===== src/rtl/wb_tracker_if.sv =====
// Trace element types and the bus bundle shared by the EX tracker side, the WB tracker
// and the trace sink.
package wb_tracker_pkg;

  typedef struct packed {
    logic [31:0] time_start;
    logic [31:0] time_end;
  } phase_stamp;

  typedef struct packed {
    logic [7:0]  id;
    logic        pass_through;
    phase_stamp  mem_access_req;
    phase_stamp  mem_access_res;
    logic [31:0] time_start;
    logic [31:0] time_end;
  } trace_output;

endpackage

interface wb_tracker_if;
  import wb_tracker_pkg::*;

  logic [31:0] counter;
  logic        ex_data_ready;
  trace_output ex_data_i;
  logic        data_rvalid_i;
  logic        wb_ready;
  trace_output wb_data_o;
  logic        wb_data_ready;
  logic        queue_full;
  logic        overflow;

  modport master (
    output counter, ex_data_ready, ex_data_i, data_rvalid_i, wb_ready,
    input  wb_data_o, wb_data_ready, queue_full, overflow
  );

  modport slave (
    input  counter, ex_data_ready, ex_data_i, data_rvalid_i, wb_ready,
    output wb_data_o, wb_data_ready, queue_full, overflow
  );

endinterface


===== src/rtl/wb_tracker.sv =====
// Writeback-stage trace tracker: queues EX trace elements in order, stamps their
// writeback / memory response phases and emits each one as a single-cycle pulse.
//   state          | meaning
//   WB_IDLE        | waiting for a queued element to pop into the working register
//   WB_WAIT_RVALID | memory-access element waiting for the data response
//   WB_WAIT_READY  | waiting for the WB stage to complete the instruction
//   WB_EMIT        | working register is pushed to the output on the next edge
module wb_tracker
  import wb_tracker_pkg::*;
#(
  parameter int QUEUE_DEPTH = 4,
  parameter int PTR_WIDTH   = $clog2(QUEUE_DEPTH)
) (
  input logic         clk,
  input logic         rst,
  wb_tracker_if.slave bus
);

  localparam logic [PTR_WIDTH:0] FULL_COUNT = (PTR_WIDTH + 1)'(QUEUE_DEPTH);

  typedef enum logic [1:0] {
    WB_IDLE,
    WB_WAIT_RVALID,
    WB_WAIT_READY,
    WB_EMIT
  } wb_state;

  wb_state              state;
  wb_state              state_next;
  trace_output          queue [QUEUE_DEPTH];
  logic [PTR_WIDTH-1:0] rd_ptr;
  logic [PTR_WIDTH-1:0] wr_ptr;
  logic [PTR_WIDTH:0]   count;
  trace_output          work;
  trace_output          work_next;
  trace_output          head;
  trace_output          data_q;
  logic                 ready_q;
  logic                 overflow_q;
  logic                 pop;
  logic                 push;
  logic                 emit;

  assign head = queue[rd_ptr];
  assign pop  = (state == WB_IDLE) && (count != '0);
  // A pop on the same edge frees a slot, so a push while full is still accepted.
  assign push = bus.ex_data_ready && ((count != FULL_COUNT) || pop);

  always_comb begin
    state_next = state;
    work_next  = work;
    emit       = 1'b0;
    case (state)
      WB_IDLE: begin
        if (pop) begin
          work_next            = head;
          work_next.time_start = bus.counter;
          if (head.pass_through) begin
            work_next.time_end = bus.counter;
            state_next         = WB_EMIT;
          end else if (head.mem_access_req.time_end != '0) begin
            work_next.mem_access_res.time_start = bus.counter;
            state_next                          = WB_WAIT_RVALID;
          end else begin
            state_next = WB_WAIT_READY;
          end
        end
      end
      WB_WAIT_RVALID: begin
        if (bus.data_rvalid_i) begin
          work_next.mem_access_res.time_end = bus.counter;
          state_next                        = WB_WAIT_READY;
        end
      end
      WB_WAIT_READY: begin
        if (bus.wb_ready) begin
          work_next.time_end = bus.counter;
          state_next         = WB_EMIT;
        end
      end
      WB_EMIT: begin
        emit       = 1'b1;
        state_next = WB_IDLE;
      end
      default: state_next = WB_IDLE;
    endcase
  end

  always_ff @(posedge clk or posedge rst) begin
    if (rst) begin
      state      <= WB_IDLE;
      rd_ptr     <= '0;
      wr_ptr     <= '0;
      count      <= '0;
      work       <= '0;
      data_q     <= '0;
      ready_q    <= 1'b0;
      overflow_q <= 1'b0;
      for (int i = 0; i < QUEUE_DEPTH; i++) begin
        queue[i] <= '0;
      end
    end else begin
      state   <= state_next;
      work    <= work_next;
      ready_q <= emit;
      if (emit) begin
        data_q <= work;
      end
      if (push) begin
        queue[wr_ptr] <= bus.ex_data_i;
        wr_ptr        <= wr_ptr + 1'b1;
      end
      if (pop) begin
        rd_ptr <= rd_ptr + 1'b1;
      end
      if (push && !pop) begin
        count <= count + 1'b1;
      end else if (pop && !push) begin
        count <= count - 1'b1;
      end
      if (bus.ex_data_ready && !push) begin
        overflow_q <= 1'b1;
      end
    end
  end

  assign bus.wb_data_o     = data_q;
  assign bus.wb_data_ready = ready_q;
  assign bus.queue_full    = (count == FULL_COUNT);
  assign bus.overflow      = overflow_q;

endmodule


===== src/flat_wrapper.sv =====
// flat-port wrapper written by rule: the top's interface ports become plain ports
module wb_tracker_flat import wb_tracker_pkg::*;
#(
  parameter int QUEUE_DEPTH = 4,
  parameter int PTR_WIDTH   = $clog2(QUEUE_DEPTH)
)
  (clk, rst, bus_counter, bus_ex_data_ready, bus_ex_data_i, bus_data_rvalid_i, bus_wb_ready, bus_wb_data_o, bus_wb_data_ready, bus_queue_full, bus_overflow);
  wb_tracker_if bus_i ();
  input logic clk;
  input logic rst;
  input wire logic [$bits(bus_i.counter)-1:0] bus_counter;
  input wire logic [$bits(bus_i.ex_data_ready)-1:0] bus_ex_data_ready;
  input wire logic [$bits(bus_i.ex_data_i)-1:0] bus_ex_data_i;
  input wire logic [$bits(bus_i.data_rvalid_i)-1:0] bus_data_rvalid_i;
  input wire logic [$bits(bus_i.wb_ready)-1:0] bus_wb_ready;
  output wire logic [$bits(bus_i.wb_data_o)-1:0] bus_wb_data_o;
  output wire logic [$bits(bus_i.wb_data_ready)-1:0] bus_wb_data_ready;
  output wire logic [$bits(bus_i.queue_full)-1:0] bus_queue_full;
  output wire logic [$bits(bus_i.overflow)-1:0] bus_overflow;
  assign bus_i.counter = bus_counter;
  assign bus_i.ex_data_ready = bus_ex_data_ready;
  assign bus_i.ex_data_i = bus_ex_data_i;
  assign bus_i.data_rvalid_i = bus_data_rvalid_i;
  assign bus_i.wb_ready = bus_wb_ready;
  assign bus_wb_data_o = bus_i.wb_data_o;
  assign bus_wb_data_ready = bus_i.wb_data_ready;
  assign bus_queue_full = bus_i.queue_full;
  assign bus_overflow = bus_i.overflow;
  wb_tracker #(.QUEUE_DEPTH(QUEUE_DEPTH), .PTR_WIDTH(PTR_WIDTH)) u_core (.clk(clk), .rst(rst), .bus(bus_i));
endmodule

===== config.mk =====
export PLATFORM = sky130hd
export DESIGN_NAME = wb_tracker_flat
export DESIGN_NICKNAME = d
export VERILOG_FILES = /design/src/rtl/wb_tracker_if.sv /design/src/rtl/wb_tracker.sv /design/src/flat_wrapper.sv
export SDC_FILE = /design/constraint.sdc
export NUM_CORES = 2
export LEC_CHECK = 0
export ABC_AREA = 1
export CAP_MARGIN = 20
export CORE_UTILIZATION = 47
export DETAILED_ROUTE_END_ITERATION = 8
export PLACE_DENSITY = 0.73
export SLEW_MARGIN = 40
export SYNTH_ARGS = -nofsm -noshare
export SYNTH_HDL_FRONTEND = slang
export SYNTH_SLANG_ARGS = --single-unit

===== constraint.sdc =====
create_clock -name clk -period 46.1 [get_ports clk]
set_input_delay 9.22 -clock clk [delete_from_list [all_inputs] [get_ports clk]]
set_output_delay 9.22 -clock clk [all_outputs]
set_load 0.005 [all_outputs]

==> run_results.csv <==
group,metric,value,unit
placement,dpl_cell_area,50300,um2
timing,rsz0062_at_grt,"no",
outcome,status,"completed",
floorplan,die_area,98300,um2
global_route,grt-ovfl-total,0,
cts,cts.sinks,1089,
synth,synth_area,45600,um2
timing,min_period,11700,ps
cts,clkTransAtPathRegs,60,ps
layout,drive_gt1_share,7.39,%
timing,tightest_slew,840,ps
global_route,grt_pass1_vias,34690,
worst_hold_path,hold_class,"flip-flop to flip-flop",
synth,ys_async_sr_fraction,100,%
synth,synth_area_leaders,"dfrtp_1, o21ai_0, nand2_1",
timing,finalSetupTns,0,ps
power_and_ir_drop,p_comb_share,38.8,%
global_route,antenna_found_initial,17,
routing,ant_nets,0,
layout,nets,5506,
timing,setup_slack,34400,ps
timing,finClkSkew,26.8,ps
cts,post_cts_resized,0,
worst_setup_path,crit_required,46710,ps
cts,cts_setup_buffers,0,
synth,avgSynthCellArea,9.05,um2
timing,timing.final.crit_share,25.4,%
synth,synthCells,5039,
global_route,grt_start_max_net_pins,169,
power_and_ir_drop,p_sw_share,38.9,%
global_route,track_usage,26.4,%
power_and_ir_drop,p_leak,25.1,nW
worst_setup_path,cp_data_arrival_time,12300,ps
layout,instances_no_fill,6624,
synth,seq_area_frac_synth,59.7,%
routing,wl,130000,um
synth,syn_nets,5287,
power_and_ir_drop,total_power,4.24,mW
placement,dp.cells,6404,
timing,fmax,85.5,MHz
timing,setup_violations,0,
timing,fin_hold_ws,477,ps
cts,cts_buffers,115,
worst_setup_path,cp-end-kind,"flip-flop",
floorplan,io_pins,442,
synth,yosysTopAreaCell,"dfrtp_1",
power_and_ir_drop,share_seq_of_total_power,39.3,%
routing,viasPerCell,5.50,
worst_setup_path,crit_start,"bus_ex_data_ready",
layout,postLayoutCellArea,54200,um2
routing,vias,36406,
cts,insertion_delay,720,ps
floorplan,die_h,314,um
power_and_ir_drop,p_switching,1.65,mW
placement,io_buffer_count,409,
layout,synthToLayoutAreaGrowth,18.9,%
placement,place_hpwl,78700,um
synth,synth_common_cells,"nand2_1, dfrtp_1, o21ai_0, nor2_1, inv_1",
synth,synth_edf_count,0,
routing,drt_iter0_drc,4278,
floorplan,rows,113,
cts,root_buffer,"clkbuf_16",
synth,ys.flop_type,"dfrtp_1",
worst_hold_path,worstHoldStart,"u_core.work[128]",
cts,cts_hold_buf,0,
run,max_cap_violations,0,
synth,yosys.area.top_type_share,59.7,%
power_and_ir_drop,powerDensity,78.1,nW/um2
worst_setup_path,crit_fanout,98,
routing,wl_per_cell,19.6,um
worst_setup_path,critPathKind,"input port to flip-flop",
power_and_ir_drop,power_frac_clock,21.9,%
timing,relSlewSlack,44.0,%
synth,synth_most_common_cell,"nand2_1",
global_route,grt_pass1_wl,203000,um
floorplan,start_util,47.7,%
worst_setup_path,cp-start-kind,"input port",
power_and_ir_drop,ir_drop,0.0000513,V
cts,cts_tree,"yes",
timing,drv_slew,0,
synth,yosys.cell_types.count,30,
routing,drcViolationCount,0,
worst_setup_path,r2r_start,"u_core.rd_ptr[0]",
placement,place_congestion,0.868,
cts,ctsLongestPathBuffers,3,
floorplan,coreArea,95600,um2
layout,finish.utilization,56.8,%
placement,dpl_worst_slack,33290,ps
power_and_ir_drop,intPower,2.59,mW
cts,cts_max_level,3,
timing,hold_viol,0,
routing,drt-pass1-iter-count,7,
floorplan,die_x,314,um
synth,synth.ff_latch_count,1089,
synth,yosysWarnings,0,
[registers in the layout, indices dropped and copies added (netlist names)]
signal and flops:
u_core.queue 676, u_core.bus.wb_data_o 201, u_core.work 201, u_core.count 3, u_core.rd_ptr 2, u_core.state 2
u_core.wr_ptr 2, u_core.bus.overflow 1, u_core.bus.wb_data_ready 1
[metal layers]
metal / GRT usage, % / wire, um
met1: 37.0 / 55300
met2: 40.9 / 59900
met5: 0 / 71
met4: 11.5 / 5450
met3: 4.29 / 9310
[critical path: stages]
cell and delay, ps:
clkdlybuf4s50_1 520, nand2_1 170, inv_2 180, nand2_8 490
buf_4 730, buf_6 580, nand2_1 130, o21ai_0 130
[final cells by class]
class	count	area, um2
tap	1265	1580
clock buffer	167	3350
clock inverter	38	443
antenna	13	32.5
timing repair buffer	459	4660
inverter	312	1200
multi-input combinational	3281	15700
sequential	1089	27300
fill	8461	41300
[cell usage in the layout (no fill, tap or decap), drive strengths merged]
cell type,Yosys,routed
clkdlybuf4s50,0,409
fa,1,1
a21boi,1,1
diode,0,13
xor2,3,3
or2,1,1
ha,9,9
bufinv,0,6
mux2,138,138
inv,312,317
o21ai,1046,1046
dfrtp,1089,1089
a31o,1,1
a21oi,131,131
clkbuf,203,168
o22ai,65,65
nor3,1,1
clkinvlp,0,4
nand2,1235,1235
clkinv,0,23
nand3,163,163
buf,154,49
nor2,413,413
o221ai,32,32
xnor2,1,1
a31oi,40,40
[cells by family after synthesis]
kind of cell,synth area share (%)
adder cells (fa/ha/maj),0.291
buffers and inverters,6.05
AO/OA/AOI/OAI,15.0
flip-flops,59.7
AND/OR/NAND/NOR,15.4
multiplexers,3.41
XOR/XNOR,0.0768
[final timing paths]
path | slack [ps] | cells past startpoint | endpoint
setup / recovery | 34400 | 8 | u_core.queue[774]
hold / removal | 480 | 2 | u_core.work[128]
setup reg to reg | 41720 | 14 | u_core.work[107]
hold reg to reg | 480 | 2 | u_core.work[128]
max in group asynchronous | 34710 | 5 | u_core.work[182]
min in group asynchronous | 9000 | 2 | u_core.work[151]
[power by group through the flow]
stage / clock network (mW) / registers [mW] / logic (mW)
2_1_floorplan: 0 / 1.61 / 1.09
3_3_place_gp: 0 / 1.65 / 1.58
3_5_place_dp: 0 / 1.67 / 1.63
4_1_cts: 0.941 / 1.66 / 1.64
5_1_grt: 0.982 / 1.71 / 1.85
6_report: 0.928 / 1.67 / 1.64
Note: power is estimated with default switching activity, not from simulation.
